$ cat config.mk
export PLATFORM = sky130hd
export DESIGN_NAME = eb_write_controller
export DESIGN_NICKNAME = d
export VERILOG_FILES = /design/src/rtl/eb_pkg.sv /design/src/rtl/eb_write_controller.sv
export SDC_FILE = /design/constraint.sdc
export NUM_CORES = 1
export LEC_CHECK = 0
export BUFFER_PORTS_ARGS = -buffer_cell sky130_fd_sc_hd__clkbuf_2
export CORE_MARGIN = 2
export CORE_UTILIZATION = 25
export DETAILED_ROUTE_END_ITERATION = 12
export GPL_TIMING_DRIVEN = 1
export SYNTH_ARGS = -nofsm -noshare
export SYNTH_HDL_FRONTEND = slang
export SYNTH_SLANG_ARGS = --single-unit
$ cat constraint.sdc
create_clock -name recovered_clock -period 4.28 [get_ports recovered_clock]
set_clock_uncertainty 0.2 [all_clocks]
set_input_delay 0 -clock recovered_clock [delete_from_list [all_inputs] [get_ports recovered_clock]]
set_output_delay 0 -clock recovered_clock [all_outputs]
set_load 0.03 [all_outputs]
$ cat src/rtl/eb_pkg.sv
// Definitions shared by the write- and read-side elastic buffer controllers:
// default ordered-set symbols, FSM state type and Gray/binary pointer conversion.
package eb_pkg;

    localparam logic [9:0] EB_COMMA_SYMBOL = 10'h1BC;
    localparam logic [9:0] EB_SKIP_SYMBOL  = 10'h1A1;

    typedef enum logic [0:0] {
        WAIT_COMMA = 1'b0,
        COMMA_SEEN = 1'b1
    } eb_state_e;

    // Operates on zero-extended 32-bit values so any pointer width up to 32 can use it.
    function automatic logic [31:0] bin2gray(input logic [31:0] bin);
        return bin ^ (bin >> 1);
    endfunction

    function automatic logic [31:0] gray2bin(input logic [31:0] gray);
        logic [31:0] bin;
        bin = 32'd0;
        for (int i = 0; i < 32; i++) begin
            bin[i] = ^(gray >> i);
        end
        return bin;
    endfunction

endpackage

$ cat src/rtl/eb_write_controller.sv
// Recovered-clock write side of the receive elastic buffer: writes symbols into the
// buffer RAM, drops surplus SKIPs inside ordered sets, and tracks occupancy/overflow.
module eb_write_controller
    import eb_pkg::*;
#(
    parameter int                        ADDRESS_WIDTH    = 4,
    parameter int                        DATA_WIDTH       = 10,
    parameter logic [DATA_WIDTH-1:0]     COMMA_SYMBOL     = DATA_WIDTH'(EB_COMMA_SYMBOL),
    parameter logic [DATA_WIDTH-1:0]     SKIP_SYMBOL      = DATA_WIDTH'(EB_SKIP_SYMBOL),
    parameter int                        REMOVE_THRESHOLD = 10,
    parameter int                        MAX_SKIP_REMOVE  = 2
) (
    input  logic                         recovered_clock,
    input  logic                         recovered_reset,
    input  logic                         data_valid,
    input  logic [DATA_WIDTH-1:0]        data_in,
    input  logic [ADDRESS_WIDTH:0]       read_pointer_gray_sync,
    input  logic                         clear_status,
    output logic                         write_enable,
    output logic [ADDRESS_WIDTH-1:0]     write_address,
    output logic [DATA_WIDTH-1:0]        write_data,
    output logic [ADDRESS_WIDTH:0]       write_pointer_gray,
    output logic [ADDRESS_WIDTH:0]       fill_level,
    output logic                         skip_removed,
    output logic [7:0]                   removed_count,
    output logic                         overflow
);

    localparam int                 PW      = ADDRESS_WIDTH + 1;
    localparam int                 DROPS_W = $clog2(MAX_SKIP_REMOVE + 1);
    localparam logic [PW-1:0]      DEPTH_P = {1'b1, {ADDRESS_WIDTH{1'b0}}};

    eb_state_e                 state_q, state_d;
    logic [DROPS_W-1:0]        drops_q, drops_d;
    logic [PW-1:0]             wp_q, wp_d;
    logic                      overflow_q, overflow_d;
    logic [7:0]                removed_count_q, removed_count_d;
    logic                      write_enable_q;
    logic [ADDRESS_WIDTH-1:0]  write_address_q;
    logic [DATA_WIDTH-1:0]     write_data_q;
    logic [PW-1:0]             wp_gray_q;
    logic [PW-1:0]             fill_level_q;
    logic                      skip_removed_q;

    logic [PW-1:0]             rp_s;
    logic [PW-1:0]             occ_s;
    logic                      full_s;
    logic                      is_comma_s;
    logic                      is_skip_s;
    logic                      remove_s;
    logic                      write_s;
    logic                      lost_s;

    // Occupancy, per-symbol action (remove/lose/write) and next-state for FSM and status.
    always_comb begin
        rp_s       = PW'(gray2bin(32'(read_pointer_gray_sync)));
        occ_s      = wp_q - rp_s;
        full_s     = (occ_s == DEPTH_P);
        is_comma_s = (data_in == COMMA_SYMBOL);
        is_skip_s  = (data_in == SKIP_SYMBOL);
        remove_s   = data_valid && (state_q == COMMA_SEEN) && is_skip_s
                     && (32'(occ_s) >= 32'(REMOVE_THRESHOLD))
                     && (32'(drops_q) < 32'(MAX_SKIP_REMOVE));
        write_s    = data_valid && !remove_s && !full_s;
        lost_s     = data_valid && !remove_s && full_s;

        state_d = state_q;
        drops_d = drops_q;
        if (data_valid) begin
            case (state_q)
                WAIT_COMMA: begin
                    if (is_comma_s) begin
                        state_d = COMMA_SEEN;
                        drops_d = DROPS_W'(0);
                    end else begin
                        state_d = WAIT_COMMA;
                    end
                end
                COMMA_SEEN: begin
                    if (is_comma_s) begin
                        drops_d = DROPS_W'(0);
                    end else if (is_skip_s) begin
                        if (remove_s) begin
                            drops_d = drops_q + DROPS_W'(1);
                        end else begin
                            drops_d = drops_q;
                        end
                    end else begin
                        state_d = WAIT_COMMA;
                    end
                end
                default: begin
                    state_d = WAIT_COMMA;
                    drops_d = DROPS_W'(0);
                end
            endcase
        end else begin
            state_d = state_q;
        end

        if (write_s) begin
            wp_d = wp_q + PW'(1);
        end else begin
            wp_d = wp_q;
        end

        // A set in the same cycle as clear_status takes precedence over the clear.
        if (lost_s) begin
            overflow_d = 1'b1;
        end else if (clear_status) begin
            overflow_d = 1'b0;
        end else begin
            overflow_d = overflow_q;
        end

        if (remove_s) begin
            if (clear_status) begin
                removed_count_d = 8'd1;
            end else if (removed_count_q == 8'hFF) begin
                removed_count_d = 8'hFF;
            end else begin
                removed_count_d = removed_count_q + 8'd1;
            end
        end else if (clear_status) begin
            removed_count_d = 8'd0;
        end else begin
            removed_count_d = removed_count_q;
        end
    end

    // State, pointer, status and registered RAM-port outputs.
    always_ff @(posedge recovered_clock or negedge recovered_reset) begin
        if (!recovered_reset) begin
            state_q         <= WAIT_COMMA;
            drops_q         <= DROPS_W'(0);
            wp_q            <= PW'(0);
            overflow_q      <= 1'b0;
            removed_count_q <= 8'd0;
            write_enable_q  <= 1'b0;
            write_address_q <= ADDRESS_WIDTH'(0);
            write_data_q    <= DATA_WIDTH'(0);
            wp_gray_q       <= PW'(0);
            fill_level_q    <= PW'(0);
            skip_removed_q  <= 1'b0;
        end else begin
            state_q         <= state_d;
            drops_q         <= drops_d;
            wp_q            <= wp_d;
            overflow_q      <= overflow_d;
            removed_count_q <= removed_count_d;
            write_enable_q  <= write_s;
            skip_removed_q  <= remove_s;
            wp_gray_q       <= PW'(bin2gray(32'(wp_d)));
            fill_level_q    <= occ_s;
            if (write_s) begin
                write_address_q <= wp_q[ADDRESS_WIDTH-1:0];
                write_data_q    <= data_in;
            end else begin
                write_address_q <= write_address_q;
                write_data_q    <= write_data_q;
            end
        end
    end

    assign write_enable       = write_enable_q;
    assign write_address      = write_address_q;
    assign write_data         = write_data_q;
    assign write_pointer_gray = wp_gray_q;
    assign fill_level         = fill_level_q;
    assign skip_removed       = skip_removed_q;
    assign removed_count      = removed_count_q;
    assign overflow           = overflow_q;

endmodule

==> results of run 1 <==
report_power, final:
part	internal, mW	leakage, nW	switching [mW]
logic	0.359	0.763	0.579
registers	0.519	0.521	0.110
clock network	0.172	0.0579	0.135
layer usage:
metal  vias to the layer above  share of wire  GRT usage
met2                        53           0.44      0.155
met1                       863           0.49      0.152
met5                         -              0          0
met4                         0          0.011     0.0400
li1                        876              -          -
met3                         6          0.060     0.0348
cells in the mapped netlist (5+ instances only):
| master | count | share of area |
|---|---|---|
| dfrtp_1 | 42 | 0.47 |
| nand2_1 | 18 | 0.030 |
| inv_1 | 12 | 0.020 |
| nor2_1 | 11 | 0.018 |
| mux2_2 | 8 | 0.040 |
| nand3_1 | 7 | 0.016 |
| nor3_1 | 7 | 0.016 |
| a21oi_1 | 6 | 0.013 |
| and3_1 | 6 | 0.017 |
| ha_1 | 6 | 0.033 |
| mux2_4 | 6 | 0.040 |
| and2_1 | 5 | 0.014 |
| clkbuf_1 | 5 | 0.0084 |
| xnor2_1 | 5 | 0.020 |
| xor2_1 | 5 | 0.020 |
state kept, by name, summed over array words and instances (netlist names):
name and flops:
state_q 1, write_address 4, write_pointer_gray 5, overflow 1
fill_level 5, write_data 10, removed_count 8, write_enable 1
drops_q 2, wp_q 4, skip_removed 1
metrics by stage:
step / util / hold slack (ps) / power (mW) / cells / cell area (um2)
3_5_place_dp: 0.298 / 47.5 / 1.57 / 363 / 2600
6_report: 0.327 / 21.1 / 1.87 / 385 / 2850
5_1_grt: 0.327 / 34.7 / 2.01 / 385 / 2850
2_1_floorplan: - / -496 / 1.34 / 210 / 2240
3_3_place_gp: 0.298 / 35.3 / 1.55 / 363 / 2600
4_1_cts: 0.327 / 12.2 / 1.90 / 385 / 2850
logic make-up (layout without fill, tap and decap cells):
group	after synthesis	after routing	synth area share
xor+xnor	13	13	0.0609
compound gates	35	35	0.114
simple gates	74	74	0.180
flops	42	42	0.469
fa+ha+maj	7	7	0.0424
buf+inv	24	91	0.0491
mux	15	15	0.0849
worst max-delay path by stage:
stage / endpoint / cells past startpoint / slack (ps) / startpoint
2_1_floorplan: write_address[3] / 15 / 850 / read_pointer_gray_sync[4]
3_3_place_gp: write_address[1] / 16 / 480 / read_pointer_gray_sync[4]
3_5_place_dp: write_data[2] / 16 / 410 / read_pointer_gray_sync[4]
4_1_cts: write_data[2] / 16 / 690 / read_pointer_gray_sync[4]
5_1_grt: write_address[0] / 16 / 430 / read_pointer_gray_sync[4]
6_report: write_address[0] / 16 / 720 / read_pointer_gray_sync[4]
worst reg2reg max path, delay by kind of cell (launching register included):
| kind | cells | cell delay (ps) |
|---|---|---|
| AOI/OAI and AO/OA | 2 | 430 |
| xor gates and xnor gates | 1 | 240 |
| adders and majority gates | 2 | 660 |
| buffers and inverters | 4 | 690 |
| DFF | 1 | 480 |
| muxes | 1 | 370 |
| and+or+nand+nor | 2 | 340 |
final cells by class:
cell class | count | area (um2)
clock buffers | 5 | 68.8
inverters | 14 | 52.6
repair buffers | 69 | 420
fillers | 900 | 5870
multi-input cells | 144 | 1080
flip-flops and latches | 42 | 1050
clock inverters | 3 | 40.0
well taps | 108 | 135
==> flow_summary.json, run 1 <==
{
  "cts-buffers-inserted": 5,
  "reg2reg_depth": 12,
  "drtIter0Drc": 68,
  "gr-total-overflow": 0,
  "antenna_found_initial": 0,
  "power_density_nw_per_um2": 658,
  "r2r-end": "write_address[0]",
  "dieArea_um2": 9740,
  "syn_nets": 236,
  "r2r_setup_slack_ps": 760,
  "fmax_ghz": 0.281,
  "fp.coreArea_um2": 8720,
  "ys_types": 50,
  "die_h_um": 98.7,
  "outcome": "finished, final reports clean",
  "drc": 0,
  "cp_slowest_stage_delay_ps": 400,
  "ctsHoldBuffers": 14,
  "area.growth.synth_to_final_pct": 27.1,
  "ys_seq_area_frac": 0.469,
  "worst_pin_slew_ps": 1050,
  "tritoncts": "built",
  "drv_cap": 0,
  "routedWlPerCell_um": 13.3,
  "clkLatencyLatePin_ps": 290,
  "clk_pin_slew_worst_paths_ps": 80,
  "cts_setup_buffers": 0,
  "tns_ps": 0,
  "worstHoldPathCells": 4,
  "antenna_left": 0,
  "r2r_start": "wp_q[0]",
  "wirelength_um": 5120,
  "arrival_ps": 3550,
  "drive_above_1_share": 0.314,
  "vias_per_cell": 4.67,
  "root_buffer": "clkbuf_8",
  "grt_pass1_vias": 1760,
  "die_w_um": 98.7,
  "worstPathRequired_ps": 4260,
  "relSlewSlack": 0.303,
  "synth_area_um2": 2240,
  "grt_max_degree": 43,
  "syn_inst": 210,
  "path_max_fanout": 18,
  "place.gp.congestion": 0.767,
  "setup.worst_path.end_class": "flip-flop",
  "worstHoldStart": "read_pointer_gray_sync[4]",
  "p_leak_nw": 1.34,
  "most-common-layout-cells": "clkbuf_2, dfrtp_1, nand2_1",
  "clock_sinks": 42,
  "worst_setup_path_start_kind": "input pin",
  "path_cells": "clkbuf_2, xnor2_1, xor2_1, xor2_1, xnor2_1, ha_1, fa_1, nand2b_1, a21oi_1, xor2_2, inv_2, a2bb2oi_2, inv_2, nor3_4, buf_4, mux2_2",
  "critical_path_class": "in2reg",
  "async_reset_ff_frac": 1.00,
  "hold_violations": 0,
  "synth-seq-cells": 42,
  "clock_path_buffers": 2,
  "crit_buf_inv": 4,
  "final_common_cell": "clkbuf_2",
  "rows": 34,
  "vias": 1798,
  "io_pins": 54,
  "fin_crit_ps": 3560,
  "grt.total_usage": 0.108,
  "period_share": 0.833,
  "numPortBuffers": 53,
  "yosysWarnings": 0,
  "start_util": 0.257,
  "grt_pass1_wl_um": 8430,
  "rsz0062_at_grt": "no",
  "place_hpwl_um": 3800,
  "ys.flop_type": "dfrtp_1",
  "fin_nets": 302,
  "h-tree-depth": 2,
  "synth_edf_count": 0,
  "min-delay-path-class": "in2reg",
  "place_ws_ps": 414,
  "num_antenna_cells": 0,
  "whs_endpoint": "fill_level[4]",
  "ir_drop_uv": 358,
  "path_delay_family": "XOR/XNOR gates",
  "synth_area_per_cell_um2": 10.7,
  "setup_viol": 0,
  "slew_viol_final": 0,
  "cp_slowest_cell": "fa_1",
  "first_pass_iters": 4,
  "cts_resized": 0,
  "worst_slack_ps": 716
}
No activity file was read; power rests on OpenSTA's default activity.
==> run 2: changes to the inputs <==
Settings changed: ABC_AREA from default to 1.
Clock period 4.28 ns to 3.05 ns, I/O delays scaled along.
==> flow_summary.json, run 2 <==
{
  "outcome": "finished, final reports clean",
  "synth_area_um2": 2250,
  "critical_path_class": "in2reg",
  "vias_per_cell": 4.27,
  "path_delay_family": "XOR/XNOR gates",
  "drv_cap": 0,
  "worst_setup_path_start_kind": "input pin",
  "dieArea_um2": 9780,
  "area.growth.synth_to_final_pct": 27.8,
  "fmax_ghz": 0.370,
  "path_cells": "clkbuf_2, xnor2_1, xor2_1, xor2_2, xnor2_1, ha_1, fa_1, or2_1, nand3_2, nand3_1, nand2_1, nand2_4, buf_12, inv_1, nand2_1, o21ai_0",
  "ys.flop_type": "dfrtp_1",
  "clk_pin_slew_worst_paths_ps": 80,
  "ir_drop_uv": 271,
  "crit_buf_inv": 3,
  "clkLatencyLatePin_ps": 300,
  "synth_top_area_cell": "dfrtp_1",
  "syn_nets": 291,
  "period_share": 0.886,
  "synth_top_area_frac": 0.467,
  "arrival_ps": 2730,
  "switching_share": 0.455,
  "final_common_cell": "nand2_1",
  "fillers": 908,
  "syn_inst": 265,
  "grt.total_usage": 0.113,
  "place_hpwl_um": 3950,
  "routedWlPerCell_um": 11.7,
  "tritoncts": "built",
  "synth_common_cells": "nand2_1, dfrtp_1, inv_1, nand3_1, nor2_1",
  "start_util": 0.258,
  "most-common-layout-cells": "nand2_1, clkbuf_2, dfrtp_1",
  "startpoint": "read_pointer_gray_sync[4]",
  "die_h_um": 98.9,
  "setup_viol": 0,
  "largest_reg_flops": 10,
  "clock_sinks": 42,
  "min-delay-path-class": "in2reg",
  "pwr-share-seq": 0.359,
  "place.gp.congestion": 0.833,
  "grt_pass1_wl_um": 8940,
  "cts-buffers-inserted": 5,
  "io_pins": 54,
  "die_w_um": 98.9,
  "grt_max_degree": 43,
  "yosysWarnings": 0,
  "synth_area_per_cell_um2": 8.50,
  "wirelength_um": 5220,
  "h-tree-depth": 2,
  "cts_resized": 0,
  "fin_nets": 365,
  "clock_power_share": 0.162,
  "async_reset_ff_frac": 1.00,
  "r2r_start": "wp_q[0]",
  "slew_viol_final": 0,
  "cts_setup_buffers": 0,
  "rows": 34,
  "yosysMostFrequentCell": "nand2_1",
  "gr-total-overflow": 0,
  "vias": 1914,
  "p_leak_nw": 1.51,
  "clock_path_buffers": 2,
  "ys_seq_area_frac": 0.467,
  "internal_power_mw": 1.24,
  "numPortBuffers": 53,
  "synth_edf_count": 0,
  "drive_above_1_share": 0.262,
  "relSlewSlack": 0.299,
  "worstHoldStart": "read_pointer_gray_sync[1]",
  "worstPathRequired_ps": 3080,
  "ys_top_cells_by_area": "dfrtp_1, nand2_1, inv_1",
  "rsz0062_at_grt": "no",
  "drtIter0Drc": 85,
  "tns_ps": 0,
  "finalInstanceArea_um2": 2880,
  "final-seq-area_um2": 1050,
  "synth-seq-cells": 42,
  "drc": 0,
  "place_ws_ps": 0.595,
  "ys_types": 31,
  "antenna_found_initial": 0,
  "num_antenna_cells": 0,
  "power_mw": 2.28,
  "grt_pass1_vias": 1900,
  "antenna_left": 0,
  "ctsHoldBuffers": 15,
  "power_frac_comb": 0.479,
  "setup.worst_path.end_class": "flip-flop",
  "cp_slowest_cell": "fa_1",
  "worst_pin_slew_ps": 1050,
  "hold_violations": 0,
  "p_sw_mw": 1.03,
  "cp_slowest_stage_delay_ps": 420,
  "multi_input_area_um2": 986,
  "first_pass_iters": 4,
  "path_max_fanout": 15,
  "power_density_nw_per_um2": 791,
  "placed_cell_area_um2": 2640,
  "fin_crit_ps": 2700,
  "root_buffer": "clkbuf_8",
  "worst_slack_ps": 347,
  "fp.coreArea_um2": 8720
}
[run 2: changes by cell type after synthesis, sizes merged, moves of 5 or more]
cell and delta:
and3 -6, o21ai +12, o22ai +5, mux2 -14, and2 -5, nand2 +67
nand3 +13, inv +26, nand4 +5, clkbuf -5
[run 2: final timing paths]
| kind | to | slack (ps) | cells after the start |
|---|---|---|---|
| min reg2reg | write_data[2] | 280 | 2 |
| max in group asynchronous | removed_count[2] | 1780 | 2 |
| min in group asynchronous | write_data[4] | 220 | 2 |
| max reg2reg | removed_count[6] | 430 | 12 |
| min | fill_level[0] | 50 | 5 |
| max | removed_count[6] | 350 | 16 |
[run 2: cell families (layout without fill, tap and decap cells)]
kind of cell               count (synthesis)  in the layout  share of synthesized area
buffers and inverters                     46            121                     0.0956
AOI/OAI and AO/OA                         27             27                     0.0794
adders and majority gates                  7              7                     0.0422
and+or+nand+nor                          134            134                      0.278
xor gates and xnor gates                   9              9                     0.0383
DFF                                       42             42                      0.467
[run 2: cell type report]
| cell class | instances | area share |
|---|---|---|
| Multi-Input combinational cell | 177 | 0.342 |
| Sequential cell | 42 | 0.365 |
| Clock buffer | 7 | 0.0300 |
| Clock inverter | 1 | 0.00174 |
| Timing Repair Buffer | 73 | 0.162 |
| Inverter | 40 | 0.0522 |
| Tap cell | 108 | 0.0469 |
[run 2: worst min-delay path: cells and delay by family]
kind	cells	cell delay, ps
buf+inv	2	160
fa+ha+maj	1	110
xor+xnor	2	230
[run 2: power by group through the flow]
stage / Clock, mW / Sequential [mW] / Combinational, mW
after floorplan: 0 / 1.05 / 0.586
after global placement: 0 / 0.829 / 1.08
after detailed placement: 0 / 0.831 / 1.09
after CTS: 0.391 / 0.822 / 1.11
after global routing: 0.411 / 0.840 / 1.22
final: 0.370 / 0.817 / 1.09
[run 2: metal layers]
layer,wire [um],GRT usage
met1,2320,0.141
met2,2560,0.185
met3,250,0.0333
met4,94,0.0464
met5,0,0
[run 2: stage by stage]
| step | util | std cells | hold slack [ps] |
|---|---|---|---|
| floorplan | - | 265 | -496 |
| global placement | 0.302 | 425 | 24.8 |
| detailed placement | 0.302 | 425 | 44.4 |
| CTS | 0.330 | 448 | 49.4 |
| global route | 0.330 | 448 | 73.9 |
| finish | 0.330 | 448 | 52.8 |
